File: src/rtl/gac_regfile_wr_32x32_if.sv
// Write-port bundle for the 32x32 register bank: valid/ready handshake with address and data.
interface gac_regfile_wr_32x32_if #(
   parameter int DATA_W = 32
);
   logic              wr_valid;
   logic              wr_ready;
   logic [4:0]        wr_addr;
   logic [DATA_W-1:0] wr_data;

   modport master (output wr_valid, output wr_addr, output wr_data, input wr_ready);
   modport slave  (input wr_valid, input wr_addr, input wr_data, output wr_ready);
endinterface

File: src/rtl/gac_regfile_wr_32x32.sv
// Write side of the 32-entry register bank: one-hot write decode, write ack/count,
// and a clear sweep that zeroes registers 1..31 one per cycle.
module gac_regfile_wr_32x32 #(
   parameter int DATA_W   = 32,
   parameter bit ZERO_REG = 1'b1
) (
   input  logic                   clk,
   input  logic                   reset,
   gac_regfile_wr_32x32_if.slave  wr,
   input  logic                   clr_req,
   output logic                   busy,
   output logic                   wr_ack,
   output logic [15:0]            wr_cnt,
   output logic [32*DATA_W-1:0]   regs_flat
);

   typedef enum logic {IDLE = 1'b0, SWEEP = 1'b1} state_t;

   localparam logic [31:0] WE_MASK = ZERO_REG ? 32'hFFFF_FFFE : 32'hFFFF_FFFF;

   state_t      state_q, state_d;
   logic [4:0]  idx_q, idx_d;
   logic        ready_c;
   logic        accept;
   logic [31:0] we;
   logic [31:0] clr_en;

   always_ff @(posedge clk) begin
      if (reset) begin
         state_q <= IDLE;
         idx_q   <= 5'd0;
      end else begin
         state_q <= state_d;
         idx_q   <= idx_d;
      end
   end

   always_comb begin
      state_d = state_q;
      idx_d   = idx_q;
      ready_c = 1'b0;
      clr_en  = 32'd0;
      case (state_q)
         IDLE: begin
            ready_c = 1'b1;
            if (clr_req) begin
               state_d = SWEEP;
               idx_d   = 5'd1;
            end
         end
         SWEEP: begin
            clr_en = 32'd1 << idx_q;
            if (idx_q == 5'd31) begin
               state_d = IDLE;
               idx_d   = 5'd0;
            end else begin
               idx_d = idx_q + 5'd1;
            end
         end
         default: begin
            state_d = IDLE;
            idx_d   = 5'd0;
         end
      endcase
   end

   assign wr.wr_ready = ready_c;
   assign busy        = (state_q == SWEEP);
   assign accept      = wr.wr_valid & ready_c;
   assign we          = accept ? ((32'd1 << wr.wr_addr) & WE_MASK) : 32'd0;

   always_ff @(posedge clk) begin
      if (reset) begin
         wr_ack <= 1'b0;
         wr_cnt <= 16'd0;
      end else begin
         wr_ack <= accept;
         if (accept) wr_cnt <= wr_cnt + 16'd1;
      end
   end

   // Writes only happen in IDLE and clears only in SWEEP, so the enables never overlap.
   for (genvar i = 0; i < 32; i++) begin : g_reg
      logic [DATA_W-1:0] r;
      always_ff @(posedge clk) begin
         if (reset)          r <= '0;
         else if (we[i])     r <= wr.wr_data;
         else if (clr_en[i]) r <= '0;
      end
      assign regs_flat[i*DATA_W +: DATA_W] = r;
   end

endmodule

File: src/flat_wrapper.sv
// flat-port wrapper written by rule: the top's interface ports become plain ports
module gac_regfile_wr_32x32_flat 
#(
   parameter int DATA_W   = 32,
   parameter bit ZERO_REG = 1'b1
)
  (clk, reset, clr_req, busy, wr_ack, wr_cnt, regs_flat, wr_wr_valid, wr_wr_addr, wr_wr_data, wr_wr_ready);
  gac_regfile_wr_32x32_if #(.DATA_W(DATA_W)) wr_i ();
  input  logic clk;
  input  logic reset;
  input  logic clr_req;
  output logic busy;
  output logic wr_ack;
  output logic [15:0] wr_cnt;
  output logic [32*DATA_W-1:0] regs_flat;
  input wire logic [$bits(wr_i.wr_valid)-1:0] wr_wr_valid;
  input wire logic [$bits(wr_i.wr_addr)-1:0] wr_wr_addr;
  input wire logic [$bits(wr_i.wr_data)-1:0] wr_wr_data;
  output wire logic [$bits(wr_i.wr_ready)-1:0] wr_wr_ready;
  assign wr_i.wr_valid = wr_wr_valid;
  assign wr_i.wr_addr = wr_wr_addr;
  assign wr_i.wr_data = wr_wr_data;
  assign wr_wr_ready = wr_i.wr_ready;
  gac_regfile_wr_32x32 #(.DATA_W(DATA_W), .ZERO_REG(ZERO_REG)) u_core (.clk(clk), .reset(reset), .wr(wr_i), .clr_req(clr_req), .busy(busy), .wr_ack(wr_ack), .wr_cnt(wr_cnt), .regs_flat(regs_flat));
endmodule
File: config.mk
export PLATFORM = sky130hd
export DESIGN_NAME = gac_regfile_wr_32x32_flat
export DESIGN_NICKNAME = d
export VERILOG_FILES = /design/src/rtl/gac_regfile_wr_32x32_if.sv /design/src/rtl/gac_regfile_wr_32x32.sv /design/src/flat_wrapper.sv
export SDC_FILE = /design/constraint.sdc
export NUM_CORES = 2
export LEC_CHECK = 0
export BUFFER_PORTS_ARGS = -buffer_cell sky130_fd_sc_hd__buf_4
export CORE_AREA = 2 2 417 419
export CTS_BUF_LIST = sky130_fd_sc_hd__clkbuf_8 sky130_fd_sc_hd__clkbuf_16
export DETAILED_ROUTE_END_ITERATION = 10
export DIE_AREA = 0 0 419 421
export GPL_TIMING_DRIVEN = 0
export PLACE_DENSITY = 0.46
export SLEW_MARGIN = 30
export SYNTH_ARGS = -nofsm -noshare
export SYNTH_HDL_FRONTEND = slang
export SYNTH_SLANG_ARGS = --single-unit
File: constraint.sdc
create_clock -name clk -period 2.2 [get_ports clk]
set_input_delay 0.33 -clock clk [delete_from_list [all_inputs] [get_ports clk]]
set_output_delay 0.33 -clock clk [all_outputs]
set_load 0.05 [all_outputs]
# After elaboration in Yosys (flattened, before gate mapping)
# Cells that the tools add are included.
# word_totals
out_inout_bits,1043
inputBits,41
reg_bits,1047
word_cells,149
# op_classes
bitwise,2
n_reduce_logical,32
mux,73
addsub,2
n_eq_ne,2
shift,2
# op_table
operator,count
two-way mux 32 bit,66
nonzero test 2 bit,32
"left shift 1 x 5 -> 32 bit, first input constant",2
"adder 16 x 1 -> 16 bit, second input constant",1
two-way mux 5 bit,2
case mux 5 bit (2 select lines),1
"adder 5 x 1 -> 5 bit, second input constant",1
"equality test 5 bit, second input constant",1
two-way mux 1 bit,3
"inequality test 2 bit, second input constant",1
case mux 1 bit (2 select lines),1
bitwise AND 1 bit,1
inverter 1 bit,1

# Longest topological paths before layout
# logic_depth
word_depth,4
ltp_mapped,7
mapped_depth_nobuf,7

# Least setup slack after synthesis
# No wires, ideal clock.
# synth_timing
path_type,flip-flop to flip-flop
startpoint,"register u_core.state_q, in the netlist u_core.busy"
endpoint,register u_core.idx_q[3]
t_arrival_ns,2.018
required_time_ns,2.130
synth_period_minus_slack_ns,2.089
setup_ns,0.070
path_slack_ns,0.111
path_stages_with_launch,6
path_buffers,2
cell_sequence,dfxtp_1 clkbuf_1 buf_2 inv_1 or4_1 a21oi_1
# synth_via
elab_chain_len,2
elab_cells_between_ends,3
cone_classes,1 x eq/ne; 1 x mux; 1 x bitwise
# synth_rtl
element,line,text
start: declaration,gac_regfile_wr_32x32.sv:21,"state_t state_q, state_d;"
start signal: assignment,gac_regfile_wr_32x32.sv:33,state_q <= state_d;
inverter 1 bit,gac_regfile_wr_32x32.sv:43,case (state_q)
case mux 5 bit (2 select lines) or inequality test 2 bit (tied branches),n/a,
end signal: assignment,gac_regfile_wr_32x32.sv:34,idx_q <= idx_d;
end: declaration,gac_regfile_wr_32x32.sv:22,"logic [4:0] idx_q, idx_d;"
# Several ways; a longest one is shown, not always the timed one.
# A chain may end at the register's enable or synchronous reset.

# Worst setup path after layout
# layout_timing
startpoint,"register u_core.state_q, in the netlist u_core.busy"
endpoint,output wr_wr_ready
# layout_via
elab_chain_len,1
# layout_rtl
element,line,text
two-way mux 1 bit,gac_regfile_wr_32x32.sv:43,
end: declaration,flat_wrapper.sv:19,output wire logic [$bits(wr_i.wr_ready)-1:0] wr_wr_ready;
# Every way passes these cells.

==> qor.yml <==
syn_avg_cell_area_um2: 8.18
setup_ws_ns: -0.0211
yosysWarningCount: 0
cp_slowest_cell: "dfxtp_4"
p_total_mw: 42.9
die_height_um: 421
r2r_cells: 7
grt_overflow_total: 0
top_usage_layer: "met2"
r2r-end: "u_core.g_reg[12].r[24]"
pre_cts_ws_ns: -1.08
internal-power_mw: 31.5
worst_ep_required_time_ns: 1.87
cts_made_buffers: 119
worstSkewPairLatency_ns: 0.81
violations: "setup timing"
tns_ns: -0.0531
slew_violations: 0
num_rows: 153
slew_headroom_pct: 31.6
wl_per_cell_um: 29.5
worstSetupPathType: "reg2out"
port-buffer-count: 1050
setup_viol: 9
cts_num_sinks: 1015
grt_use_met2_pct: 44.4
max_freq_mhz: 450
ff_latch_area_um2: 20300
ir_drop_v: 0.000602
period_share_pct: 101
crit_path_end_kind: "output port"
seqPwrFrac_pct: 43.3
area_growth_syn_to_layout_pct: 42.3
antenna_left: 0
dp_hpwl_mm: 185
fin_crit_ns: 2.22
dp_cells: 8157
multiInputGateArea_um2: 16400
r2r_slack_ns: -0.01
initial_utilization_pct: 22.5
clockBufferDepth: 3
swShare_pct: 26.6
synth_edf_count: 0
power-per-cell-area_nw_per_um2: 777
yosys.area.top_type_share_pct: 52.4
holdWs_ns: 0.163
grt_pass1_vias: 38000
cts-root-buf: "clkbuf_16"
critPathMaxFanout: 10
die_w_um: 419
clkTransAtPathRegs_ns: 0.07
crit_chain: "buf_4 -> buf_6 -> inv_1 -> buf_4"
arrival_ns: 1.89
power_frac_comb_pct: 7.0
use_met1_pct: 32.4
setup.worst_path.start: "u_core.busy"
crit_end: "wr_wr_ready"
globalplace.congestion: 0.890
clock_skew_ns: 0.0451
avgViaCountPerCell: 4.91
antenna_found_initial: 30
seq_area_frac_synth_pct: 52.4
yosys.area.top_type: "dfxtp_1"
grt_start_max_net_pins: 18
clkPwrFrac_pct: 49.7
netlist_area_um2: 38800
cts_tree: "done"
post-route-drc-count: 0
use_met3_pct: 6.40
synth-seq-cells: 1015
drt-initial-drc-count: 3604
r2r_start: "u_core.busy"
dieArea_um2: 176000
synth.area.top_cells: "dfxtp_1 (52%), a21oi_1 (12%), nand3_1 (9.8%)"
fin_nets: 6055
core_um2: 172000
grt_pass1_wl_mm: 329
p_leak_nw: 21.8
boundaryPins: 1084
hold_class: "in2reg"
finalHoldViolCount: 0
dr.pass1.iters: 6
drive_gt1_share_pct: 27.7
synth-main-ff-cell: "dfxtp_1"
vias: 41400
switchingPower_mw: 11.4
htree_num_levels: 3
postSynth.asyncResetShare_pct: 0
worst_path_most_repeated_cell: "buf_4"
worstMarginPinSlew_ns: 1.03
routed_wl_mm: 249
cp-start-kind: "flip-flop"
max_stage_delay_ns: 0.38
fin_cells: 8439
final_common_cell: "buf_4"
fill_cells: 18400
rsz0062_at_grt: "true"
cap_violations: 0
ys_types: 41
synthCells: 4744
status: "finished with violations"
grt_usage_pct: 26.9
final_cell_mix: "buf_4 (1110), dfxtp_1 (1014), nand2_1 (939), a21oi_1 (922), nand3_1 (744)"
==> logic make-up (layout without fill, tap and decap cells) <==
group | after synthesis | after routing | synth area share, %
other | 1 | 42 | 0.00967
AO/OA/AOI/OAI | 939 | 939 | 12.1
buffers and inverters | 551 | 1880 | 6.61
multiplexers | 65 | 65 | 1.68
adder cells (fa/ha/maj) | 9 | 9 | 0.290
flip-flops | 1015 | 1015 | 52.4
XOR/XNOR | 13 | 13 | 0.293
AND/OR/NAND/NOR | 2151 | 2151 | 26.6
==> worst max-delay path, delay by kind of cell, from the launching register on <==
kind / cells / cell delay [ns]
buffers and inverters: 4 / 0.72
DFF: 1 / 0.38
==> final cells by class <==
class / instances / share of cell area, %
Buffer: 535 / 4.90
Clock buffer: 156 / 6.33
Antenna cell: 10 / 0.0453
Sequential cell: 1015 / 36.8
Timing Repair Buffer: 1120 / 15.7
Inverter: 5 / 0.0340
Tap cell: 2325 / 5.27
Multi-Input combinational cell: 3209 / 29.7
Clock inverter: 64 / 1.26
==> what timing repair did <==
action                                 in CTS  in global routing
setup endpoints to repair                 986                741
hold buffers                               33                  0
endpoints found under the hold margin      38                  0
gates resized for setup                   107                123
setup buffers                              27                  3
pin swaps                                  15                  4
==> power by group through the flow <==
stage / clock network [mW] / registers [mW] / logic, mW
floorplan: 0 / 19.4 / 1.01
global placement: 0 / 19.0 / 2.86
detailed placement: 0 / 19.0 / 2.90
CTS: 21.7 / 18.6 / 3.00
global route: 22.4 / 18.6 / 3.09
finish: 21.3 / 18.6 / 3.01
==> state kept, by name (all words and copies together), names as in the netlist <==
signal / flops
u_core.g.r: 992
u_core.wr_cnt: 16
u_core.idx_q: 5
u_core.busy: 1
u_core.wr_ack: 1
==> stage by stage <==
stage          util [%]  area (um2)
2_1_floorplan         -       38900
3_3_place_gp       28.8       49700
3_5_place_dp       28.9       49900
4_1_cts            31.9       55000
5_1_grt            32.0       55200
6_report           32.0       55200
==> worst min-delay path by stage <==
stage | slack (ns) | cells after the start | startpoint | endpoint
4_1_cts | 0.07 | 3 | wr_wr_valid | u_core.wr_ack
5_1_grt | 0.12 | 3 | wr_wr_valid | u_core.wr_ack
6_report | 0.16 | 4 | wr_wr_valid | u_core.wr_cnt[0]
3_3_place_gp | 0.45 | 2 | u_core.g_reg[4].r[28] | u_core.g_reg[4].r[28]
3_5_place_dp | 0.46 | 2 | u_core.g_reg[14].r[28] | u_core.g_reg[14].r[28]
2_1_floorplan | 0.47 | 2 | wr_wr_data[0] | u_core.g_reg[3].r[0]
==> synthesized netlist by cell type (all sizes together), types with 5 or more instances <==
cell type  count
ha             9
or3            8
nand3        759
xor2          11
dfxtp       1015
nand2        958
nor3          24
nand3b       194
a21oi        934
clkbuf       321
mux2i         65
buf          225
nor2b         73
nand4          9
nand2b         6
nor2          86
and3          10
inv            5
==> layer usage <==
layer	wire length, um	vias to the layer above
li1	-	18500
met1	97800	20600
met2	117000	1872
met3	19300	412
met4	14300	4
met5	25	-
Power figures use the tool's default switching activity.
